$ cat src/rtl/svm_pkg.sv
// Shared types and sizing helpers for the SVM decision accumulator.
// Build option SVM_ACC_SAT_EN selects saturating accumulation in svm_decision_acc.
package svm_pkg;

  typedef enum logic [2:0] {
    StIdle,
    StAccum,
    StDrain,
    StBias,
    StOut
  } state_e;

  localparam int unsigned DefXlenPixel = 8;
  localparam int unsigned DP_W         = 4 * DefXlenPixel;
  localparam int unsigned MaxAccW      = 128;

  function automatic int unsigned dp_width(input int unsigned xlen_pixel);
    return 4 * xlen_pixel;
  endfunction

  function automatic int unsigned sv_cnt_width(input int unsigned num_sv);
    return $clog2(num_sv + 1);
  endfunction

  // Largest positive two's-complement value of width w, zero-padded to MaxAccW.
  function automatic logic [MaxAccW-1:0] sat_max(input int unsigned w);
    return (MaxAccW'(1) << (w - 1)) - MaxAccW'(1);
  endfunction

  // Most negative two's-complement value of width w, sign-extended to MaxAccW.
  function automatic logic [MaxAccW-1:0] sat_min(input int unsigned w);
    return ~sat_max(w);
  endfunction

endpackage

$ cat src/rtl/svm_mac_stage.sv
// One-stage registered signed multiply of an unsigned dot product by a signed alpha.
// prod_valid marks the cycle in which prod holds a freshly accepted beat's product.
module svm_mac_stage
  import svm_pkg::*;
#(
  parameter int unsigned DpW    = DP_W,
  parameter int unsigned AlphaW = 16,
  parameter int unsigned ProdW  = DpW + 1 + AlphaW
) (
  input  logic                    clk,
  input  logic                    rst,
  input  logic                    in_valid,
  input  logic [DpW-1:0]          dp_data,
  input  logic [AlphaW-1:0]       alpha_in,
  output logic                    prod_valid,
  output logic signed [ProdW-1:0] prod
);

  logic signed [ProdW-1:0] dp_ext;
  logic signed [ProdW-1:0] alpha_ext;
  logic signed [ProdW-1:0] prod_d;

  // dp_data is unsigned: prepend a zero so the signed product is exact.
  assign dp_ext    = ProdW'($signed({1'b0, dp_data}));
  assign alpha_ext = ProdW'($signed(alpha_in));
  assign prod_d    = dp_ext * alpha_ext;

  always_ff @(posedge clk) begin
    if (rst) begin
      prod_valid <= 1'b0;
      prod       <= '0;
    end else begin
      prod_valid <= in_valid;
      if (in_valid) begin
        prod <= prod_d;
      end
    end
  end

endmodule

$ cat src/rtl/svm_decision_acc.sv
// Weighted sum of NUM_SV dot products plus bias, producing an SVM score and class bit.
// Define SVM_ACC_SAT_EN for sticky saturating accumulation; otherwise arithmetic wraps.
module svm_decision_acc
  import svm_pkg::*;
#(
  parameter int unsigned XLEN_PIXEL = 8,
  parameter int unsigned ALPHA_W    = 16,
  parameter int unsigned ACC_W      = 56,
  parameter int unsigned NUM_SV     = 16
) (
  input  logic                    clk,
  input  logic                    rst,
  input  logic                    start,
  input  logic [ALPHA_W-1:0]      bias_in,
  input  logic                    dp_valid,
  output logic                    dp_ready,
  input  logic [4*XLEN_PIXEL-1:0] dp_data,
  input  logic [ALPHA_W-1:0]      alpha_in,
  output logic                    result_valid,
  input  logic                    result_ready,
  output logic [ACC_W-1:0]        score,
  output logic                    class_out,
  output logic                    busy
);

  localparam int unsigned DpW   = dp_width(XLEN_PIXEL);
  localparam int unsigned ProdW = DpW + 1 + ALPHA_W;
  localparam int unsigned CntW  = sv_cnt_width(NUM_SV);

  state_e                  state_q;
  logic [CntW-1:0]         cnt_q;
  logic [ALPHA_W-1:0]      bias_q;
  logic signed [ACC_W-1:0] acc_q;
  logic signed [ACC_W-1:0] score_q;
  logic                    class_q;
  logic                    result_valid_q;

  logic                    beat;
  logic                    prod_valid;
  logic signed [ProdW-1:0] prod;
  logic signed [ACC_W-1:0] prod_ext;
  logic signed [ACC_W-1:0] bias_ext;
  logic signed [ACC_W-1:0] acc_next;
  logic signed [ACC_W-1:0] score_next;

  assign dp_ready     = (state_q == StAccum);
  assign busy         = (state_q != StIdle);
  assign beat         = dp_valid && dp_ready;
  assign result_valid = result_valid_q;
  assign score        = score_q;
  assign class_out    = class_q;

  svm_mac_stage #(
    .DpW    (DpW),
    .AlphaW (ALPHA_W),
    .ProdW  (ProdW)
  ) u_mac (
    .clk        (clk),
    .rst        (rst),
    .in_valid   (beat),
    .dp_data    (dp_data),
    .alpha_in   (alpha_in),
    .prod_valid (prod_valid),
    .prod       (prod)
  );

  assign prod_ext = ACC_W'(prod);
  assign bias_ext = ACC_W'($signed(bias_q));

`ifdef SVM_ACC_SAT_EN
  localparam logic [MaxAccW-1:0]   AccMaxWide = sat_max(ACC_W);
  localparam logic [MaxAccW-1:0]   AccMinWide = sat_min(ACC_W);
  localparam logic signed [ACC_W-1:0] AccMax = AccMaxWide[ACC_W-1:0];
  localparam logic signed [ACC_W-1:0] AccMin = AccMinWide[ACC_W-1:0];

  logic             sat_q;
  logic [ACC_W:0]   acc_wide;
  logic [ACC_W:0]   score_wide;
  logic             acc_ovf;
  logic             score_ovf;

  // One guard bit: overflow iff the top two bits of the widened sum disagree.
  assign acc_wide   = {acc_q[ACC_W-1], acc_q} + {prod_ext[ACC_W-1], prod_ext};
  assign score_wide = {acc_q[ACC_W-1], acc_q} + {bias_ext[ACC_W-1], bias_ext};
  assign acc_ovf    = acc_wide[ACC_W] ^ acc_wide[ACC_W-1];
  assign score_ovf  = score_wide[ACC_W] ^ score_wide[ACC_W-1];

  always_comb begin
    acc_next = acc_wide[ACC_W-1:0];
    if (sat_q) begin
      acc_next = acc_q;
    end else if (acc_ovf) begin
      acc_next = acc_wide[ACC_W] ? AccMin : AccMax;
    end
  end

  // Once the sum has clamped, the bias cannot pull it back into range.
  always_comb begin
    score_next = score_wide[ACC_W-1:0];
    if (sat_q) begin
      score_next = acc_q;
    end else if (score_ovf) begin
      score_next = score_wide[ACC_W] ? AccMin : AccMax;
    end
  end

  always_ff @(posedge clk) begin
    if (rst) begin
      sat_q <= 1'b0;
    end else if (state_q == StIdle && start) begin
      sat_q <= 1'b0;
    end else if (prod_valid && acc_ovf) begin
      sat_q <= 1'b1;
    end
  end
`else
  assign acc_next   = acc_q + prod_ext;
  assign score_next = acc_q + bias_ext;
`endif

  always_ff @(posedge clk) begin
    if (rst) begin
      state_q        <= StIdle;
      cnt_q          <= '0;
      bias_q         <= '0;
      acc_q          <= '0;
      score_q        <= '0;
      class_q        <= 1'b0;
      result_valid_q <= 1'b0;
    end else begin
      unique case (state_q)
        StIdle: begin
          if (start) begin
            state_q <= StAccum;
            cnt_q   <= '0;
            acc_q   <= '0;
            bias_q  <= bias_in;
          end
        end
        StAccum: begin
          if (prod_valid) begin
            acc_q <= acc_next;
          end
          if (beat) begin
            cnt_q <= cnt_q + CntW'(1);
            if (cnt_q == CntW'(NUM_SV - 1)) begin
              state_q <= StDrain;
            end
          end
        end
        StDrain: begin
          // The last beat's product lands in prod on the edge that entered this state.
          if (prod_valid) begin
            acc_q <= acc_next;
          end
          state_q <= StBias;
        end
        StBias: begin
          score_q <= score_next;
          class_q <= ~score_next[ACC_W-1];
          state_q <= StOut;
        end
        StOut: begin
          if (!result_valid_q) begin
            result_valid_q <= 1'b1;
          end else if (result_ready) begin
            result_valid_q <= 1'b0;
            state_q        <= StIdle;
          end
        end
        default: state_q <= StIdle;
      endcase
    end
  end

endmodule
$ cat config.mk
export PLATFORM = sky130hd
export DESIGN_NAME = svm_decision_acc
export DESIGN_NICKNAME = d
export VERILOG_FILES = /design/src/rtl/svm_pkg.sv /design/src/rtl/svm_mac_stage.sv /design/src/rtl/svm_decision_acc.sv
export SDC_FILE = /design/constraint.sdc
export NUM_CORES = 2
export LEC_CHECK = 0
export CAP_MARGIN = 20
export CORE_AREA = 8 8 225 227
export CTS_CLUSTER_DIAMETER = 30
export DETAILED_ROUTE_END_ITERATION = 6
export DIE_AREA = 0 0 233 235
export MAX_ROUTING_LAYER = met4
export PLACE_DENSITY = 0.83
export REMOVE_ABC_BUFFERS = 1
export SLEW_MARGIN = 0
export SYNTH_ARGS = -nofsm -noshare
export SYNTH_HDL_FRONTEND = slang
export SYNTH_SLANG_ARGS = --single-unit
$ cat constraint.sdc
create_clock -name clk -period 10.1 [get_ports clk]
set_input_delay 1.515 -clock clk [delete_from_list [all_inputs] [get_ports clk]]
set_output_delay 1.515 -clock clk [all_outputs]
set_load 0.01 [all_outputs]
==> out/results.txt <==
Status: finished clean
Seq. cell area: 0.003764 mm2
WL/cell: 17.69 um
Final HPWL from detailed placement: 60380 um
Top-level I/O count: 129
Ys Warns: 0
Final Hold Violating Endpoints: 0
Routed met2 length: 35910 um
Die height: 235 um
Router iterations before antenna repair: 6
Largest net degree at the start of global routing: 105
Max Cap Viol: 0
Synth unique cells: 85
Worst Path Max Fanout: 23
Placed cell count: 4213
Initial DRC count: 1797
RSZ-0062 raised after global routing: no
Post-Syn Area per Cell: 8.182 um2
Die area: 0.05476 mm2
IO buf count: 128
Antenna-violating nets left: 0
Cts repair resizes: 0
Clk slew on worst S/H paths: 0.07 ns
Root buf cell: clkbuf_16
Slew headroom: 23.49%
Maximum clock rate: 117.7 MHz
Worst Hold Class: reg -> reg
Clk sinks: 188
Vias per Instance: 5.835
Core Region: 0.04715 mm2
Share of synthesized flip-flops with an asynchronous set or reset: 0%
Met1 wire length: 31200 um
CTS buffer count: 17
Site row count: 80
Multi-input gate area: 0.02322 mm2
CP top delay family: adder cells
CP Launch Type: input pin
Die width: 233 um
DR top layer: met4
Register bit count reported by yosys: 188
RD Place Congestion: 0.9541
Vias in the first global route: 25265
Main flop type after synthesis: dfxtp_1
Post-layout min period: 8.498 ns
CP Data Required Time: 10.44 ns
First-pass GRT wire length: 124800 um
GRT Util Overall: 28.34%
Layout Nets: 4373
Initial antenna violation count: 0
Mapped Cells: 3640
Clock buffer depth: 2
Post-synthesis sequential area ratio: 12.64%
Crit end category: flip-flop
CTS HTree Levels: 4
Clock Skews: 0.01401 ns
Vias: 24781
CTS tree: done
DR WL met3: 5015 um
Endpoints failing setup: 0
Fraction of layout cells with a size suffix above 1: 2.699%
Setup TNS: 0 ns
Buffer and inverter count on the worst path: 4
Grt total ovfl: 0
Arrival @ worst endpoint: 8.84 ns
Post-synth design cell area: 0.02978 mm2
Crit-path cells: clkdlybuf4s50_1 -> nand2_1 -> fa_1 -> fa_1 -> fa_1 -> inv_1 -> fa_1 -> fa_1 -> inv_1 -> fa_1 -> inv_1 -> ha_1 -> a21oi_1 -> o21ai_1 -> a21oi_1 -> nor2b_1 -> a311oi_4 -> o31ai_4 -> a311oi_4 -> o31ai_4 -> a221oi_4 -> o21ai_1 -> o311a_1
CP max stage delay: 1.16 ns
Final Cycle Share: 84.14%
Area Growth Syn to Fin: 6.932%
Fin. max-slew vios: 0
Hold-fix buffers, CTS: 0
Transition time of the tightest slew-check pin: 1.144 ns
Postcts setup bufs: 0
Number of enable flip-flop cells after synthesis: 0
Post-route DRC: 0
Initial Utilization: 63.17%
Most used cell, CP: fa_1
Skew-Pair Late Insertion Delay: 0.45 ns
Filler instances: 3822
Slowest CP cell: clkdlybuf4s50_1
Final Routed Wirelength: 75140 um
Cell Count, Final, Fillers Out: 4247
Classification of the worst setup path: in -> reg
worst paths after layout:
check	end	start	depth (start not counted)	slack, ns
setup / recovery	u_mac.prod[48]$_SDFFE_PP0P_	alpha_in[1]	23	1.60
hold / removal	score[12]$_SDFFE_PP0P_	score[12]$_SDFFE_PP0P_	2	0.45
setup reg to reg	score[53]$_SDFFE_PP0P_	bias_q[15]$_SDFFE_PP0P_	13	6.31
hold reg to reg	score[12]$_SDFFE_PP0P_	score[12]$_SDFFE_PP0P_	2	0.45
final cells by class:
| cell class | count | area share, % |
|---|---|---|
| Clock inverter | 9 | 0.3182 |
| Sequential cell | 188 | 11.82 |
| Timing Repair Buffer | 152 | 4.605 |
| Tap cell | 615 | 2.416 |
| Inverter | 545 | 6.424 |
| Multi-Input combinational cell | 2714 | 72.91 |
| Clock buffer | 23 | 1.501 |
| Antenna cell | 1 | 0.007858 |
Yosys cell counts, drive strengths merged, types with 30 or more instances:
| cell type | number | area, um2 |
|---|---|---|
| a211oi | 31 | 267.8 |
| a21oi | 277 | 1386 |
| ha | 266 | 3328 |
| nor3 | 36 | 195.2 |
| and2 | 229 | 1433 |
| nor2 | 155 | 584.3 |
| clkbuf | 163 | 611.8 |
| a21o | 95 | 713.2 |
| xnor2 | 83 | 727.0 |
| buf | 30 | 147.6 |
| o21ai | 101 | 513.0 |
| nand3 | 50 | 250.2 |
| nand2 | 564 | 2122 |
| fa | 420 | 8408 |
| dfxtp | 188 | 3764 |
| nand4 | 34 | 212.7 |
| xor2 | 58 | 508.0 |
| inv | 544 | 2042 |
worst reg2reg max path: stages, from the launching register on:
cell and delay, ns:
dfxtp_1 0.31, buf_4 0.41, ha_1 0.45, a21oi_1 0.24
o21ai_0 0.13, a31oi_1 0.20, nor2_1 0.09, nor4_1 0.59
o21ai_1 0.28, a41oi_2 0.31, o21ai_1 0.15, a41oi_1 0.28
xor2_1 0.17, o21ai_1 0.06
flip-flops by register name, summed over array words and instances (netlist names):
name	flops
result_valid	1
score	56
acc_q	56
cnt_q	5
bias_q	16
class_out	1
u_mac.prod_valid	1
u_mac.prod	49
state_q	3
stage by stage:
step | hold slack [ns] | setup slack, ns | instance area, um2 | utilization (%)
floorplan | 0.4295 | 2.813 | 29020 | -
global placement | 0.4373 | 1.326 | 31250 | 66.28
detailed placement | 0.4434 | 1.216 | 31250 | 66.28
CTS | 0.4524 | 1.685 | 31830 | 67.51
global route | 0.4618 | 1.326 | 31840 | 67.55
finish | 0.4471 | 1.602 | 31850 | 67.55
layout by cell type, fill, tap and decap left out, types with 7 or more instances in the layout:
cell type and instances:
ha_1 266, a22oi_1 25, a211oi_1 24, nand3_1 50
nand2b_1 26, xor2_1 58, a22o_1 27, o21a_1 14
clkdlybuf4s50_1 127, a21oi_1 277, nand4_1 34, nand2_1 561
nor2b_1 15, dfxtp_1 188, buf_4 24, o21ai_1 20
o21ai_0 79, fa_1 420, a31oi_1 18, clkbuf_16 17
xnor2_1 83, nor2_1 153, a311oi_1 9, inv_1 544
and2_1 229, a211oi_2 7, a21o_1 95, o21bai_1 27
or3_1 9, nor3_1 33, and3_1 19
kinds of logic (layout without fill, tap and decap cells):
kind of cell	count (synthesis)	count (layout)	synth area share (%)
AO/OA/AOI/OAI	713	713	15.86
buffers and inverters	738	729	9.419
other	0	1	0
AND/OR/NAND/NOR	1171	1171	18.43
multiplexers	3	3	0.1008
XOR/XNOR	141	141	4.147
flip-flops	188	188	12.64
adder cells (fa/ha/maj)	686	686	39.41
routing by layer:
layer  GRT usage, %  vias up
li1               -    11719
met5              -        -
met4          11.68        0
met3          4.133      185
met2          45.93      937
met1          35.31    11940
Power is not shown: default switching activity piles up to over one toggle a cycle in this logic, so the estimate is an artifact.
